File: src/rtl/div512_ss_cla_pkg.sv
// Shared constants, FSM state encoding and small helpers for the 512/256 divider.
// Pure declarations, no timing.
// Not applicable: no handshake lives here.
package div512_pkg;

    // Dividend / quotient width and divisor / remainder width.
    localparam int PKG_DW = 512;
    localparam int PKG_VW = 256;

    // Iteration counter width; one count per quotient bit.
    localparam int PKG_CW = $clog2(PKG_DW);

    // IDLE: waiting for start. RUN: one quotient bit per enabled cycle.
    // DONE: one wrap-up cycle that publishes the results and pulses done.
    typedef enum logic [1:0] {
        IDLE = 2'd0,
        RUN  = 2'd1,
        DONE = 2'd2
    } state_e;

    // Counter width for an arbitrary dividend width, never narrower than 1 bit.
    function automatic int cnt_width(input int dw);
        return (dw > 2) ? $clog2(dw) : 1;
    endfunction

endpackage

File: src/rtl/div512_ss_cla_step.sv
// One restoring-division step: shift in the next dividend bit, trial-subtract the divisor.
// Purely combinational, zero latency.
// No flow control; the caller decides when to register the result.
module div_step
    import div512_pkg::*;
#(
    parameter int VW = PKG_VW
) (
    input  logic [VW:0]   p_i,
    input  logic          bit_i,
    input  logic [VW-1:0] divisor_i,
    output logic [VW:0]   p_o,
    output logic          q_o
);

    // Partial remainder after the left shift.
    logic [VW:0]   shifted;
    // One extra bit on top catches the borrow of the trial subtraction.
    logic [VW+1:0] diff;

    // The subtractor is isolated here so a CLA implementation can replace it
    // without touching the control path. A clear borrow means shifted >= divisor.
    always_comb begin
        shifted = {p_i[VW-1:0], bit_i};
        diff    = {1'b0, shifted} - {2'b00, divisor_i};
        q_o     = ~diff[VW+1];
        p_o     = q_o ? diff[VW:0] : shifted;
    end

endmodule

File: src/rtl/div512_ss_cla.sv
// Sequential restoring divider, 512-bit dividend by 256-bit divisor, one quotient bit per enabled cycle.
// 513 cycles from accepted start to done with en held high; each en=0 cycle in RUN adds one; divide-by-zero takes 1.
// start is only accepted while not busy; en=0 freezes a running division.
module div512_ss_cla
    import div512_pkg::*;
#(
    parameter int DW = PKG_DW,
    parameter int VW = PKG_VW
) (
    input  logic          clk,
    input  logic          rst,
    input  logic          en,
    input  logic          start,
    input  logic [DW-1:0] dividend,
    input  logic [VW-1:0] divisor,
    output logic          busy,
    output logic          done,
    output logic [DW-1:0] quotient,
    output logic [VW-1:0] remainder,
    output logic          div_zero
);

    localparam int CW = cnt_width(DW);
    localparam logic [CW-1:0] CNT_LAST = CW'(DW - 1);

    state_e        state_q;
    logic [CW-1:0] cnt_q;
    // Holds the remaining dividend bits in the upper end while quotient bits
    // enter at the LSB; after DW steps it holds the full quotient.
    logic [DW-1:0] work_q;
    logic [VW:0]   p_q;
    logic [VW-1:0] dvs_q;

    logic          busy_q;
    logic          done_q;
    logic [DW-1:0] quotient_q;
    logic [VW-1:0] remainder_q;
    logic          div_zero_q;

    logic [VW:0]   p_d;
    logic          q_bit_d;

    div_step #(
        .VW (VW)
    ) u_step (
        .p_i       (p_q),
        .bit_i     (work_q[DW-1]),
        .divisor_i (dvs_q),
        .p_o       (p_d),
        .q_o       (q_bit_d)
    );

    // FSM, iteration datapath and registered outputs in one sequential block.
    always_ff @(posedge clk) begin
        if (rst) begin
            state_q     <= IDLE;
            cnt_q       <= '0;
            work_q      <= '0;
            p_q         <= '0;
            dvs_q       <= '0;
            busy_q      <= 1'b0;
            done_q      <= 1'b0;
            quotient_q  <= '0;
            remainder_q <= '0;
            div_zero_q  <= 1'b0;
        end else begin
            done_q <= 1'b0;
            case (state_q)
                IDLE: begin
                    // Accept does not need en; the done cycle is also IDLE,
                    // which is what makes back-to-back operation possible.
                    if (start) begin
                        dvs_q  <= divisor;
                        cnt_q  <= CNT_LAST;
                        busy_q <= 1'b1;
                        if (divisor == '0) begin
                            // Preload the working registers with the fixed
                            // divide-by-zero answer so DONE publishes it unchanged.
                            work_q      <= '1;
                            p_q         <= {1'b0, dividend[VW-1:0]};
                            quotient_q  <= '1;
                            remainder_q <= dividend[VW-1:0];
                            div_zero_q  <= 1'b1;
                            state_q     <= DONE;
                        end else begin
                            work_q      <= dividend;
                            p_q         <= '0;
                            quotient_q  <= '0;
                            remainder_q <= '0;
                            div_zero_q  <= 1'b0;
                            state_q     <= RUN;
                        end
                    end
                end
                RUN: begin
                    // A stalled cycle leaves every register untouched.
                    if (en) begin
                        p_q    <= p_d;
                        work_q <= {work_q[DW-2:0], q_bit_d};
                        cnt_q  <= cnt_q - CW'(1);
                        if (cnt_q == '0) begin
                            state_q <= DONE;
                        end
                    end
                end
                DONE: begin
                    // Results and done appear together; busy drops in the same cycle.
                    done_q      <= 1'b1;
                    busy_q      <= 1'b0;
                    quotient_q  <= work_q;
                    remainder_q <= p_q[VW-1:0];
                    state_q     <= IDLE;
                end
                default: begin
                    state_q <= IDLE;
                    busy_q  <= 1'b0;
                end
            endcase
        end
    end

    assign busy      = busy_q;
    assign done      = done_q;
    assign quotient  = quotient_q;
    assign remainder = remainder_q;
    assign div_zero  = div_zero_q;

endmodule

File: config.mk
export PLATFORM = sky130hd
export DESIGN_NAME = div512_ss_cla
export DESIGN_NICKNAME = d
export VERILOG_FILES = /design/src/rtl/div512_ss_cla_pkg.sv /design/src/rtl/div512_ss_cla_step.sv /design/src/rtl/div512_ss_cla.sv
export SDC_FILE = /design/constraint.sdc
export NUM_CORES = 2
export LEC_CHECK = 0
export CAP_MARGIN = 20
export CORE_AREA = 2 2 609 611
export DETAILED_ROUTE_END_ITERATION = 10
export DIE_AREA = 0 0 611 613
export SKIP_LAST_GASP = 1
export SYNTH_ARGS = -nofsm -noshare
export SYNTH_HDL_FRONTEND = slang
export SYNTH_SLANG_ARGS = --single-unit
File: constraint.sdc
create_clock -name clk -period 10.5 [get_ports clk]
set_clock_uncertainty 0.1 [all_clocks]
set_input_delay 1.575 -clock clk [delete_from_list [all_inputs] [get_ports clk]]
set_output_delay 1.575 -clock clk [all_outputs]
set_load 0.05 [all_outputs]
==> run summary <==
DRT
-------------------------------------------------------------------------------------------------
DR vias                                                                                    102000
Post-detailed-route DRC marker count                                                            0
Remaining antenna violation count                                                               0
Routed wire length                                                                      499000 µm
Wire length per cell after detailed routing                                               27.6 µm
First-pass detailed-route iteration total                                                       6
Via density per instance                                                                     5.62
Initial detailed-routing violation count                                                    11700

MIN PATH
-------------------------------------------------------------------------------------------------
Worst hold stages                                                                               2
Class of the tightest hold or removal check                                            reg -> reg
Startpoint of the lowest-slack hold path                                             dvs_q[120]$_SDFFE_PP0P_

TIMING
-------------------------------------------------------------------------------------------------
Final count of hold timing violations                                                           0
Unrepaired setup endpoints after global routing                                                no
Max transition margin                                                                       13.7%
Final total negative setup slack                                                             0 ns
Final period demand of the worst path                                                     6.88 ns
Peak Freq                                                                                 145 MHz
Setup violators final                                                                           0
Portion of the clock cycle consumed by the worst path in the final layout                   65.6%
Final max-slew violation count                                                                  0
Transition time of the tightest slew-check pin                                            1.29 ns

DIE
-------------------------------------------------------------------------------------------------
I/O pin count                                                                                1543
Std cell rows                                                                                 223
Floorplan core area                                                                     0.368 mm²
DIE WIDTH                                                                                  611 µm
Starting utilization of the core area                                                       25.3%
Die H                                                                                      613 µm
Area enclosed by the die boundary                                                       0.375 mm²

POWER AND IR DROP
-------------------------------------------------------------------------------------------------
Worst supply voltage drop on vdd                                                           169 µV
Static leakage                                                                            42.0 nW
Combinational group share of total power                                                    44.4%
Clock group share of total power                                                            26.5%
Net Switching                                                                             13.0 mW
Sequential share of power                                                                   29.0%
Internal power contribution                                                               16.1 mW
Cell Pwr Density                                                                       244 mW/mm²
Switching Share                                                                             44.7%

WORST SETUP PATH
-------------------------------------------------------------------------------------------------
Maximum fanout count along the critical path                                                  104
Category of the worst setup path capture point                                               flop
Worst endpoint required time                                                             11.23 ns
Delay contributed by the slowest stage of the critical path                               0.88 ns
CP startpoint                                                                        dvs_q[4]$_SDFFE_PP0P_
Cell repeated most along the worst path                                              sky130_fd_sc_hd__a21oi_1
Worst R2R Path Depth                                                                           17
Startpoint of the most critical register-to-register path                            dvs_q[4]$_SDFFE_PP0P_
Chain of cells forming the critical path                                             inv_1, ha_1, o211ai_1, a21oi_1, o21ai_0, a311oi_1, nor2_1, o31ai_2, a21oi_1, o41ai_4, a21boi_4, buf_12, nor2_4, buf_12, a221o_1, a21oi_1, nor3_1
Critical Setup Path Class                                                              reg -> reg
Arrival time worst endpoint                                                               7.62 ns
Worst setup SP type                                                                          flop
Critical Path Slowest Stage Cell                                                     sky130_fd_sc_hd__o31ai_2

CTS
-------------------------------------------------------------------------------------------------
Post-CTS setup-driven buffer insertion count                                                    0
Clock sink count                                                                             1806
Hold buffer count at cts                                                                        0
CTS buffer count                                                                              211
Clock transition at the registers of the reported paths                                   0.06 ns
Clock latency reported for the late side of the worst-skew pair                           0.97 ns
H-Tree Depth                                                                                    4
CTS-repair resized insts                                                                        0
Clock tree from TritonCTS                                                                     yes
Clock Tree Root                                                                      sky130_fd_sc_hd__clkbuf_16
Maximum number of buffers from clock root to sink                                               4

LOGIC SYNTHESIS
-------------------------------------------------------------------------------------------------
Cell taking the most area after synthesis                                            sky130_fd_sc_hd__dfxtp_1
Mean instance size in the synthesized netlist                                            7.62 µm²
Post-Syn Area                                                                          0.0930 mm²
List of most frequent post-synthesis cells                                           sky130_fd_sc_hd__dfxtp_1, sky130_fd_sc_hd__nand2_1, sky130_fd_sc_hd__a21oi_1
Synth top area share                                                                        38.9%
EDFF count, synth                                                                               0
Number of distinct library cell variants in the gate-level netlist after synthesis             94
Top-count cell post-synth                                                            sky130_fd_sc_hd__dfxtp_1
Yosys warning total                                                                             0
Post-synthesis sequential area ratio                                                        38.9%
Main synth FF type                                                                   sky130_fd_sc_hd__dfxtp_1
Total of flip-flops plus latches after synthesis                                             1806
Area contributors post-synth                                                         sky130_fd_sc_hd__dfxtp_1, sky130_fd_sc_hd__a21oi_1, sky130_fd_sc_hd__nand2_1, sky130_fd_sc_hd__nor3_1, sky130_fd_sc_hd__nor2_1
Proportion of register bits with asynchronous set or reset after synthesis                     0%
Synthesized instance count                                                                  12200
Synthesized Nets                                                                            13200

FINAL LAYOUT
-------------------------------------------------------------------------------------------------
Fill cells                                                                                  39200
Share of layout cells above drive strength 1                                                4.60%
Area used by sequential logic in the layout                                            0.0362 mm²
Post-route cell area                                                                    0.119 mm²
Number of nets at the end of the flow                                                       14000
Syn-to-layout area delta                                                                    28.4%
Area taken by multi-input logic gates                                                  0.0513 mm²

PLACEMENT
-------------------------------------------------------------------------------------------------
Final RePlAce weighted congestion                                                           0.964
Port Buffers                                                                                 1542
Post-Place Cell Area                                                                    0.112 mm²
Post-detailed-placement half-perimeter wirelength                                       376000 µm

GLOBAL ROUTE
-------------------------------------------------------------------------------------------------
Global route overflow                                                                           0
Global-route wire length before repair                                                  702000 µm
Antenna violations before repair                                                              143
Largest net degree at the start of global routing                                             210
Total global-route track usage                                                              25.1%
Vias in the first global route                                                              94100

RUN STATUS
-------------------------------------------------------------------------------------------------
Result of the run                                                                    finished, final reports clean

FLOW RUN
-------------------------------------------------------------------------------------------------
Max-capacitance violation count                                                                 0

registers in the layout (all words and copies together), names as in the netlist:
signal / count
work_q: 512
done: 1
div_zero: 1
state_q: 2
busy: 1
p_q: 256
remainder: 256
quotient: 512
cnt_q: 9
dvs_q: 256
power by group through the flow:
stage          clock network (mW)  logic, mW  registers [mW]
2_1_floorplan                   0       6.81            9.50
3_3_place_gp                    0       12.7            8.55
3_5_place_dp                    0       12.7            8.55
4_1_cts                      7.84       12.7            8.42
5_1_grt                      8.10       13.8            8.53
6_report                     7.72       12.9            8.45
layout by cell type (no fill, tap or decap), types with 15 or more instances in the layout:
cell type / instances
sky130_fd_sc_hd__clkdlybuf4s50_1: 1527
sky130_fd_sc_hd__clkbuf_8: 56
sky130_fd_sc_hd__xor2_1: 96
sky130_fd_sc_hd__clkbuf_1: 30
sky130_fd_sc_hd__a221o_1: 88
sky130_fd_sc_hd__inv_1: 347
sky130_fd_sc_hd__nand2b_1: 17
sky130_fd_sc_hd__a21boi_0: 21
sky130_fd_sc_hd__o21a_1: 52
sky130_fd_sc_hd__clkinvlp_4: 15
sky130_fd_sc_hd__or2_2: 26
sky130_fd_sc_hd__clkbuf_16: 212
sky130_fd_sc_hd__xnor2_1: 150
sky130_fd_sc_hd__nand2_1: 1541
sky130_fd_sc_hd__a221oi_1: 403
sky130_fd_sc_hd__diode_2: 114
sky130_fd_sc_hd__o21ai_1: 16
sky130_fd_sc_hd__nand4_1: 187
sky130_fd_sc_hd__clkinv_2: 38
sky130_fd_sc_hd__buf_12: 50
sky130_fd_sc_hd__a21o_1: 113
sky130_fd_sc_hd__dfxtp_1: 1806
sky130_fd_sc_hd__o221ai_1: 521
sky130_fd_sc_hd__nor3_1: 1068
sky130_fd_sc_hd__o31ai_1: 22
sky130_fd_sc_hd__or3_1: 17
sky130_fd_sc_hd__a21oi_1: 1466
sky130_fd_sc_hd__buf_4: 101
sky130_fd_sc_hd__nand3_1: 37
sky130_fd_sc_hd__o21bai_1: 112
sky130_fd_sc_hd__o21ai_0: 431
sky130_fd_sc_hd__ha_1: 257
sky130_fd_sc_hd__a31oi_1: 34
sky130_fd_sc_hd__nor2_1: 1363
sky130_fd_sc_hd__a211oi_1: 542
sky130_fd_sc_hd__o211ai_1: 20
sky130_fd_sc_hd__nor4_1: 92
metrics by stage:
stage | setup slack [ns] | util (%) | hold slack (ns) | cells | total power [mW]
2_1_floorplan | 6.47 | - | 0.336 | 12200 | 16.3
3_3_place_gp | 3.24 | 30.4 | 0.342 | 17600 | 21.2
3_5_place_dp | 3.54 | 30.4 | 0.346 | 17600 | 21.2
4_1_cts | 3.52 | 32.4 | 0.354 | 18000 | 29.0
5_1_grt | 3.37 | 32.4 | 0.368 | 18000 | 30.4
6_report | 3.62 | 32.5 | 0.353 | 18100 | 29.1
path summary, 6_finish.rpt:
path                                   to  slack (ns)
hold / removal    dvs_q[120]$_SDFFE_PP0P_        0.35
setup reg to reg      p_q[1]$_SDFFE_PP0P_        3.62
hold reg to reg   dvs_q[120]$_SDFFE_PP0P_        0.35
setup / recovery      p_q[1]$_SDFFE_PP0P_        3.62
logic make-up after synthesis:
family                     share of synthesized area (%)
adders and majority gates                           3.48
and+or+nand+nor                                     20.7
DFF                                                 38.9
AOI/OAI and AO/OA                                   28.4
muxes                                             0.0673
buffers and inverters                               6.14
xor gates and xnor gates                            2.32
routing by layer:
metal	track usage (%)	up-vias	part of all wire, %
met5	0	-	0.030
met4	13.0	22	5.1
met3	6.89	856	9.5
met2	37.5	4878	43
met1	32.9	49600	42
li1	-	46200	-
worst max-delay path: cells and delay by family, from the launching register on:
kind,cells,cell delay (ns)
buffers and inverters,3,0.60
AO/OA/AOI/OAI,10,3.85
adder cells (fa/ha/maj),1,0.38
flip-flops,1,0.33
AND/OR/NAND/NOR,3,1.03
cell type report:
cell class / count / area share, %
Multi-Input combinational cell: 8901 / 43.0
Sequential cell: 1806 / 30.3
Timing Repair Buffer: 1680 / 14.3
Clock buffer: 298 / 5.18
Tap cell: 4837 / 5.07
Inverter: 348 / 1.10
Clock inverter: 85 / 0.796
Antenna cell: 114 / 0.239
(Power assumes the default switching activity.)
